===== config.mk =====
export PLATFORM = sky130hd
export DESIGN_NAME = dpram_port_arbiter
export DESIGN_NICKNAME = d
export VERILOG_FILES = /design/src/rtl/dpram_port_arbiter.sv
export SDC_FILE = /design/constraint.sdc
export NUM_CORES = 1
export LEC_CHECK = 0
export CAP_MARGIN = 20
export CORE_AREA = 2 2 610 612
export DETAILED_ROUTE_END_ITERATION = 7
export DIE_AREA = 0 0 612 614
export HOLD_SLACK_MARGIN = 0.1
export SYNTH_ARGS = -nofsm -noshare
export SYNTH_HDL_FRONTEND = slang
export SYNTH_SLANG_ARGS = --single-unit

===== constraint.sdc =====
create_clock -name i_clk -period 5.7 [get_ports i_clk]
set_input_delay 1.14 -clock i_clk [delete_from_list [all_inputs] [get_ports i_clk]]
set_output_delay 1.14 -clock i_clk [all_outputs]
set_load 0.005 [all_outputs]

===== src/rtl/dpram_port_arbiter.sv =====
// Round-robin arbiter that shares both ports of the 8x128 dual-port RAM among NREQ requesters.
// Issues up to two non-conflicting accesses per cycle and routes read data back by requester id.
module dpram_port_arbiter #(
   parameter int unsigned NREQ = 4,
   parameter int unsigned AW   = 3,
   parameter int unsigned DW   = 128
) (
   input  logic               i_clk,
   input  logic               i_rst,
   input  logic [NREQ-1:0]    i_req_valid,
   input  logic [NREQ-1:0]    i_req_we,
   input  logic [NREQ*AW-1:0] i_req_addr,
   input  logic [NREQ*DW-1:0] i_req_wdata,
   output logic [NREQ-1:0]    o_req_ready,
   output logic [NREQ-1:0]    o_rsp_valid,
   output logic [NREQ*DW-1:0] o_rsp_rdata,
   output logic               o_ram_wr_en_a,
   output logic [AW-1:0]      o_ram_addr_a,
   output logic [DW-1:0]      o_ram_data_a,
   input  logic [DW-1:0]      i_ram_q_a,
   output logic               o_ram_wr_en_b,
   output logic [AW-1:0]      o_ram_addr_b,
   output logic [DW-1:0]      o_ram_data_b,
   input  logic [DW-1:0]      i_ram_q_b
);

   localparam int unsigned IDW = (NREQ > 1) ? $clog2(NREQ) : 1;
   localparam logic [IDW-1:0] LastId = IDW'(NREQ - 1);

   logic [AW-1:0]  w_addr  [NREQ];
   logic [DW-1:0]  w_wdata [NREQ];

   logic [IDW-1:0] r_rr_ptr;
   logic           r_wr_en_a, r_wr_en_b;
   logic [AW-1:0]  r_addr_a, r_addr_b;
   logic [DW-1:0]  r_data_a, r_data_b;
   // Stage 1 tags follow the command on ram_*, stage 2 tags line up with ram_q.
   logic           r_tag1_a_vld, r_tag1_b_vld, r_tag2_a_vld, r_tag2_b_vld;
   logic [IDW-1:0] r_tag1_a_id, r_tag1_b_id, r_tag2_a_id, r_tag2_b_id;

   logic           w_a_vld, w_b_vld;
   logic [IDW-1:0] w_a_id, w_b_id, w_idx, w_last, w_rr_nxt;
   logic [NREQ-1:0] w_ready;

   always_comb begin
      for (int i = 0; i < int'(NREQ); i++) begin
         w_addr[i]  = i_req_addr[i*AW +: AW];
         w_wdata[i] = i_req_wdata[i*DW +: DW];
      end
   end

   // Scan from r_rr_ptr; a candidate that conflicts with port A is skipped, not blocking.
   always_comb begin
      w_a_vld = 1'b0;
      w_b_vld = 1'b0;
      w_a_id  = '0;
      w_b_id  = '0;
      w_idx   = r_rr_ptr;
      w_ready = '0;
      for (int k = 0; k < int'(NREQ); k++) begin
         if (!i_rst && i_req_valid[w_idx]) begin
            if (!w_a_vld) begin
               w_a_vld = 1'b1;
               w_a_id  = w_idx;
            end else if (!w_b_vld &&
                         !((w_addr[w_idx] == w_addr[w_a_id]) &&
                           (i_req_we[w_idx] || i_req_we[w_a_id]))) begin
               w_b_vld = 1'b1;
               w_b_id  = w_idx;
            end
         end
         w_idx = (w_idx == LastId) ? '0 : w_idx + 1'b1;
      end
      if (w_a_vld) w_ready[w_a_id] = 1'b1;
      if (w_b_vld) w_ready[w_b_id] = 1'b1;
      w_last   = w_b_vld ? w_b_id : w_a_id;
      w_rr_nxt = (w_last == LastId) ? '0 : w_last + 1'b1;
   end

   assign o_req_ready = w_ready;

   always_ff @(posedge i_clk) begin
      if (i_rst) begin
         r_rr_ptr     <= '0;
         r_wr_en_a    <= 1'b0;
         r_addr_a     <= '0;
         r_data_a     <= '0;
         r_wr_en_b    <= 1'b0;
         r_addr_b     <= '0;
         r_data_b     <= '0;
         r_tag1_a_vld <= 1'b0;
         r_tag1_a_id  <= '0;
         r_tag1_b_vld <= 1'b0;
         r_tag1_b_id  <= '0;
         r_tag2_a_vld <= 1'b0;
         r_tag2_a_id  <= '0;
         r_tag2_b_vld <= 1'b0;
         r_tag2_b_id  <= '0;
      end else begin
         if (w_a_vld) r_rr_ptr <= w_rr_nxt;
         // An ungranted port issues a dummy read of address 0; its tag stays invalid.
         r_wr_en_a    <= w_a_vld && i_req_we[w_a_id];
         r_addr_a     <= w_a_vld ? w_addr[w_a_id] : '0;
         r_data_a     <= w_a_vld ? w_wdata[w_a_id] : '0;
         r_wr_en_b    <= w_b_vld && i_req_we[w_b_id];
         r_addr_b     <= w_b_vld ? w_addr[w_b_id] : '0;
         r_data_b     <= w_b_vld ? w_wdata[w_b_id] : '0;
         r_tag1_a_vld <= w_a_vld && !i_req_we[w_a_id];
         r_tag1_a_id  <= w_a_id;
         r_tag1_b_vld <= w_b_vld && !i_req_we[w_b_id];
         r_tag1_b_id  <= w_b_id;
         r_tag2_a_vld <= r_tag1_a_vld;
         r_tag2_a_id  <= r_tag1_a_id;
         r_tag2_b_vld <= r_tag1_b_vld;
         r_tag2_b_id  <= r_tag1_b_id;
      end
   end

   assign o_ram_wr_en_a = r_wr_en_a;
   assign o_ram_addr_a  = r_addr_a;
   assign o_ram_data_a  = r_data_a;
   assign o_ram_wr_en_b = r_wr_en_b;
   assign o_ram_addr_b  = r_addr_b;
   assign o_ram_data_b  = r_data_b;

   always_comb begin
      o_rsp_valid = '0;
      o_rsp_rdata = '0;
      for (int i = 0; i < int'(NREQ); i++) begin
         if (r_tag2_a_vld && (r_tag2_a_id == IDW'(i))) begin
            o_rsp_valid[i]           = 1'b1;
            o_rsp_rdata[i*DW +: DW]  = i_ram_q_a;
         end
         if (r_tag2_b_vld && (r_tag2_b_id == IDW'(i))) begin
            o_rsp_valid[i]           = 1'b1;
            o_rsp_rdata[i*DW +: DW]  = i_ram_q_b;
         end
      end
   end

endmodule


==> metrics.cfg, run 1 <==
[timing]
finalClockSkew_ns = 0.0394
slew_headroom = 0.182
hold_viol_final = 0
max_freq_mhz = 178
rsz0062_at_grt = yes
drv_slew = 0
final-setup-viol-count = 0
fin_crit_sh = 0.987
worst_slew_pin_slew_ns = 1.23
post-route-min-period_ns = 5.62
setup_tns_ns = 0

[setup_path]
timing.rr.end = o_ram_data_b[61]$_SDFF_PP0_
reg2reg_slack_ns = 0.79
crit_chain = clkdlybuf4s15_2 > mux2i_4 > a2bb2oi_4 > a21o_1 > mux4_2 > xnor2_2 > nand4bb_4 > or3b_4 > and2_4 > o31a_4 > buf_8 > o22ai_4 > buf_6 > buf_12
worst_r2r_path_depth = 16
slowest_stage = mux4_2
startpoint = i_req_valid[0]
cp-end-kind = output port
cp_max_fo = 6
required_ns = 4.56
critical_path_class = primary input to output port
start_kind = primary input
max_stage_delay_ns = 0.55
rr_startpoint = r_rr_ptr[0]$_SDFFE_PP0P_
critPathArrivalTime_ns = 4.48

[global_routing]
grt_overflow = 0
grt_max_degree = 130
grt_pass1_wl_um = 372000
antenna_found_initial = 201
grt_usage = 0.161
grt_pass1_vias = 25900

[clock_tree]
cts_buffers = 41
root_buffer = clkbuf_16
clk_pin_slew_ns = 0.06
clock_latency_ns = 0.65
cts.sinks = 278
cts.path.max_buffers = 3
tritoncts = yes
postCtsHoldBufs = 0
h-tree-depth = 2

[min_path]
hold_class = register to register
hold_end = r_tag2_b_vld$_SDFF_PP0_
worstHoldStart = r_tag1_b_vld$_SDFF_PP0_
holdPathStages = 1

[detailed_routing]
wire_per_inst_um = 36.7
final_antenna_net_count = 0
drt_pass1_iterations = 6
drc = 0
vias = 28700
drt_wl_total_um = 320000
drt_iter0_drc = 3066
viasPerCell = 3.28

[finish]
drive_gt1_frac = 0.152
multiInputGateArea_sq_um = 14500
final_nets = 4358
area_delta_synth_final_pct = 118
seqCellArea_sq_um = 5570
nFillCells = 42300

[yosys]
synth_warnings = 0
ys_seq_area_frac = 0.265
ys.flop_type = dfxtp_1
yosys.cell_types.count = 80
synth_async_sr_flop_share = 0
syn_inst = 1979
synth.cell_area_sq_um = 21000
synth_edf_count = 0
syn_avg_cell_area_sq_um = 10.6
synth_nets = 2770
synth-seq-cells = 278

[floorplan]
die_h_um = 614
die_area_sq_um = 376000
pin_count = 1574
die_width_um = 612
placementRows = 224
initial_core_util = 0.0567
core_area_sq_um = 370000

[placement]
globalplace.congestion = 0.960
hpwl_um = 279000
port_buffers = 1573

[run_status]
outcome = completed

[pwr]
p_per_area_nw_per_um2 = 461
power_frac_comb = 0.724
power.switching_w = 0.00996
p_total_w = 0.0211
leakagePower_nw = 16.4
p_clk_frac = 0.127
peakVddDrop_mv = 0.340
intPower_w = 0.0111
p_seq_frac = 0.149
swShare = 0.472

[job]
max-cap-violations = 0

## power by group through the flow
stage | Combinational (W) | Sequential, W | Clock [W]
floorplan | 0.00703 | 0.00318 | 0
global placement | 0.0152 | 0.00316 | 0
detailed placement | 0.0152 | 0.00317 | 0
CTS | 0.0156 | 0.00316 | 0.00287
global route | 0.0162 | 0.00322 | 0.00288
finish | 0.0153 | 0.00314 | 0.00267
## stage by stage
stage,instance area (sq um),utilization,hold slack [ns],instances,setup WS [ns]
after global routing,45700,0.123,0.474,8721,-0.0415
final,45700,0.123,0.462,8740,0.0762
after floorplan,21000,-,0.414,1979,0.300
after detailed placement,43400,0.117,0.460,8476,-1.02
after global placement,43400,0.117,0.462,8474,-1.10
after CTS,45100,0.122,0.462,8562,0.0000662
## Yosys cell counts (8+ instances only)
cell type    n  area share
mux2i_1    279        0.13
nor2_1      28      0.0050
nor3_1      10      0.0024
buf_2       23      0.0055
o22ai_1     88       0.026
nand2_1     34      0.0061
nor2b_1    141       0.042
nand3_1     14      0.0033
buf_6       16      0.0086
inv_1        9      0.0016
o22ai_2     49       0.029
dfxtp_1    278        0.27
a22o_1     512        0.21
clkbuf_1   155       0.028
clkbuf_4     8      0.0029
buf_1       13      0.0023
a21oi_1     19      0.0045
nand2b_1     8      0.0024
buf_12      11       0.010
o21ai_0     18      0.0043
mux4_2     138        0.15
and3_1       9      0.0027
## worst max-delay path by stage
stage / endpoint / slack (ns)
finish: o_req_ready[3] / 0.08
global placement: o_req_ready[3] / -1.10
floorplan: o_req_ready[2] / 0.30
CTS: o_req_ready[3] / 0.00007
detailed placement: o_req_ready[3] / -1.02
global route: o_req_ready[3] / -0.04
## layout make-up
| cell class | count | area share |
|---|---|---|
| clock inverter | 17 | 0.00339 |
| antenna | 173 | 0.00947 |
| inverter | 12 | 0.00131 |
| timing repair buffer | 1782 | 0.387 |
| multi-input combinational | 1452 | 0.317 |
| sequential | 278 | 0.122 |
| clock buffer | 54 | 0.0246 |
| tap | 4972 | 0.136 |
## sequential cells by signal (all words and copies together) (netlist names), 2 cells and up
signal and count:
r_tag1_b_id 2, o_ram_data_a 128, r_tag2_a_id 2, r_tag2_b_id 2, o_ram_data_b 128, r_rr_ptr 2, r_tag1_a_id 2, o_ram_addr_b 3
o_ram_addr_a 3
## routing by layer
metal	GRT usage	part of all wire
met1	0.150	0.31
met2	0.284	0.51
met3	0.0672	0.11
met4	0.114	0.075
met5	0.00194	0.0021
## logic make-up (layout without fill, tap and decap cells)
| logic type | after synthesis | in the layout | share of synthesized area |
|---|---|---|---|
| flip-flops | 278 | 278 | 0.265 |
| AO/OA/AOI/OAI | 750 | 750 | 0.305 |
| buffers and inverters | 249 | 1865 | 0.0650 |
| multiplexers | 428 | 428 | 0.288 |
| adder cells (fa/ha/maj) | 1 | 1 | 0.000596 |
| other | 0 | 173 | 0 |
| XOR/XNOR | 4 | 4 | 0.00256 |
| AND/OR/NAND/NOR | 269 | 269 | 0.0736 |
## timing repair
action / in CTS / in global routing
gates resized for setup: 95 / 26
pin swaps: 26 / 15
setup endpoints to repair: 4 / 4
setup buffers: 16 / 6
## worst max-delay path, delay by kind of cell
| kind | cells | cell delay (ns) |
|---|---|---|
| muxes | 2 | 0.76 |
| and+or+nand+nor | 3 | 0.79 |
| buffers and inverters | 4 | 0.65 |
| xor gates and xnor gates | 1 | 0.15 |
| AOI/OAI and AO/OA | 4 | 0.97 |
## cell usage in the layout, fill, tap and decap left out, types with 7 or more instances in the layout
| master | count |
|---|---|
| o21ai_0 | 16 |
| clkdlybuf4s50_1 | 1555 |
| nand2_1 | 33 |
| nand2b_1 | 7 |
| nor2b_1 | 140 |
| mux4_2 | 138 |
| nor2_1 | 22 |
| clkbuf_16 | 41 |
| clkbuf_1 | 8 |
| inv_1 | 9 |
| diode_2 | 173 |
| o22ai_2 | 49 |
| nand3_1 | 14 |
| a21oi_1 | 16 |
| buf_4 | 182 |
| o22ai_1 | 86 |
| and3_1 | 7 |
| buf_12 | 25 |
| mux2i_1 | 273 |
| a22o_1 | 512 |
| dfxtp_1 | 276 |
(Power assumes the default switching activity.)
==> run 2, diff against run 1 <==
Settings changed: DONT_BUFFER_PORTS from default to 1.
==> metrics.cfg, run 2 (synthesis results as in run 1) <==
[clock_tree]
tritoncts = yes  ; unchanged
root_buffer = clkbuf_16  ; unchanged
cts_buffers = 42  ; was 41
clk_pin_slew_ns = 0.06  ; about the same
cts.sinks = 278  ; unchanged
h-tree-depth = 2  ; unchanged
clock_latency_ns = 0.67  ; was 0.65 ns
postCtsHoldBufs = 0  ; unchanged
cts.path.max_buffers = 3  ; unchanged

[detailed_routing]
wire_per_inst_um = 43.6  ; was 36.7 um
vias = 23100  ; was 28700
drt_iter0_drc = 3488  ; was 3066
drt_wl_total_um = 309000  ; was 320000 um
drc = 125  ; was 0
final_antenna_net_count = 0  ; unchanged
viasPerCell = 3.26  ; was 3.28
drt_pass1_iterations = 8  ; was 6

[global_routing]
antenna_found_initial = 152  ; was 201
grt_pass1_wl_um = 344000  ; was 372000 um
grt_max_degree = 104  ; was 130
grt_usage = 0.154  ; was 0.161
grt_pass1_vias = 19200  ; was 25900
grt_overflow = 0  ; unchanged

[finish]
area_delta_synth_final_pct = 37.6  ; was 118%
final_cell_mix = a22o_1, mux2i_1, dfxtp_1  ; was clkdlybuf4s50_1, a22o_1, dfxtp_1
seqCellArea_sq_um = 5570  ; about the same
multiInputGateArea_sq_um = 14300  ; was 14500 sq um
drive_gt1_frac = 0.203  ; was 0.152
nFillCells = 43200  ; was 42300
layout_commonest_cell = a22o_1  ; was clkdlybuf4s50_1
final_nets = 2652  ; was 4358

[setup_path]
slowest_stage = mux4_2  ; unchanged
cp-end-kind = output port  ; unchanged
crit_family = compound AO/OA/AOI/OAI gates  ; unchanged
cp.buffers_inverters = 2  ; was 4
required_ns = 4.56  ; about the same
critical_path_class = register to output port  ; was primary input to output port
start_kind = register  ; was primary input
cp_max_fo = 24  ; was 6
crit_top_cell = buf_12
critPathArrivalTime_ns = 4.41  ; was 4.48 ns
max_stage_delay_ns = 0.52  ; was 0.55 ns
crit_chain = buf_12 > mux2_2 > a2bb2oi_4 > a21o_1 > mux4_2 > xnor2_1 > nand4bb_1 > or3b_1 > and2_1 > o31a_4 > o22ai_2 > buf_12  ; was clkdlybuf4s15_2 > mux2i_4 > a2bb2oi_4 > a21o_1 > mux4_2 > xnor2_2 > nand4bb_4 > or3b_4 > and2_4 > o31a_4 > buf_8 > o22ai_4 > buf_6 > buf_12

[floorplan]
die_width_um = 612  ; unchanged
die_area_sq_um = 376000  ; unchanged
core_area_sq_um = 370000  ; unchanged
initial_core_util = 0.0567  ; unchanged
placementRows = 224  ; unchanged
pin_count = 1574  ; unchanged
die_h_um = 614  ; unchanged

[placement]
dp_slack_ns = 0.277  ; was -1.02 ns
globalplace.congestion = 1.01  ; was 0.960
hpwl_um = 270000  ; was 279000 um
port_buffers = 0  ; was 1573

[timing]
drv_slew = 0  ; unchanged
slew_headroom = 0.159  ; was 0.182
setup_ws_ns = 0.151  ; was 0.0762 ns
whs_ns = 0.467  ; was 0.462 ns
post-route-min-period_ns = 5.55  ; was 5.62 ns
finalClockSkew_ns = 0.0224  ; was 0.0394 ns
fin_crit_sh = 0.974  ; was 0.987
worst_slew_pin_slew_ns = 1.26  ; was 1.23 ns
max_freq_mhz = 180  ; was 178 MHz
hold_viol_final = 0  ; unchanged
final-setup-viol-count = 0  ; unchanged

[min_path]
hold_class = register to register  ; unchanged

[run_status]
outcome = finished with violations  ; was completed
violations = DRC

[pwr]
leakagePower_nw = 9.87  ; was 16.4 nW
peakVddDrop_mv = 0.741  ; was 0.340 mV
p_per_area_nw_per_um2 = 610  ; was 461 nW/um^2
p_total_w = 0.0176  ; was 0.0211 W

[job]
max-cap-violations = 0  ; unchanged

## run 2: changes by cell type in the layout (fill, tap and decap cells not counted), sizes merged, moves of 2 or more
cell | previous run | this run
buf | 220 | 74
clkbuf | 55 | 50
clkdlybuf4s15 | 3 | 0
clkdlybuf4s50 | 1555 | 0
clkinv | 6 | 9
diode | 173 | 208
dlymetal6s2s | 2 | 0
inv | 18 | 24
## run 2: timing repair
item	in CTS	in global routing
setup endpoints to repair	4	4
setup buffers	0	4
cloned	1	0
endpoints found under the hold margin	0	0
gates resized for setup	13	16
pin swaps	0	3
## run 2: stage by stage
step,utilization,area [sq um],TNS [ns],instances
after global routing,0.0775,28700,-0.0125,7013
final,0.0780,28900,0,7073
after floorplan,-,21000,0,1979
after detailed placement,0.0721,26700,0,6784
after CTS,0.0763,28200,0,6861
after global placement,0.0721,26700,0,6783
## run 2: final timing paths
path	slack (ns)	from	cells after the start	end
worst max-delay path	0.15	r_rr_ptr[0]$_SDFFE_PP0P_	12	o_req_ready[3]
worst min-delay path	0.47	r_tag1_a_id[0]$_SDFF_PP0_	1	r_tag2_a_id[0]$_SDFF_PP0_
worst max register to register	0.76	r_rr_ptr[0]$_SDFFE_PP0P_	15	o_ram_data_b[42]$_SDFF_PP0_
worst min register to register	0.47	r_tag1_a_id[0]$_SDFF_PP0_	1	r_tag2_a_id[0]$_SDFF_PP0_
## run 2: metal layers
| layer | global-route usage | wire length [um] |
|---|---|---|
| met2 | 0.255 | 151000 |
| met5 | 0.0154 | 1120 |
| met3 | 0.0976 | 45500 |
| met1 | 0.122 | 82000 |
| met4 | 0.145 | 29200 |
## run 2: layout make-up
class                      instances  share of cell area
multi-input combinational       1452               0.494
tap                             4972               0.216
sequential                       278               0.193
clock buffer                      50              0.0396
timing repair buffer              75              0.0283
antenna                          208              0.0180
clock inverter                    26             0.00980
inverter                          12             0.00208
## run 2: power by group
part / switching [W] / internal [W] / total [W] / leakage (nW)
registers: 0.00212 / 0.00286 / 0.00497 / 2.32
clock network: 0.00133 / 0.00156 / 0.00289 / 0.696
logic: 0.00565 / 0.00410 / 0.00974 / 6.85
total: 0.00909 / 0.00851 / 0.0176 / 9.87
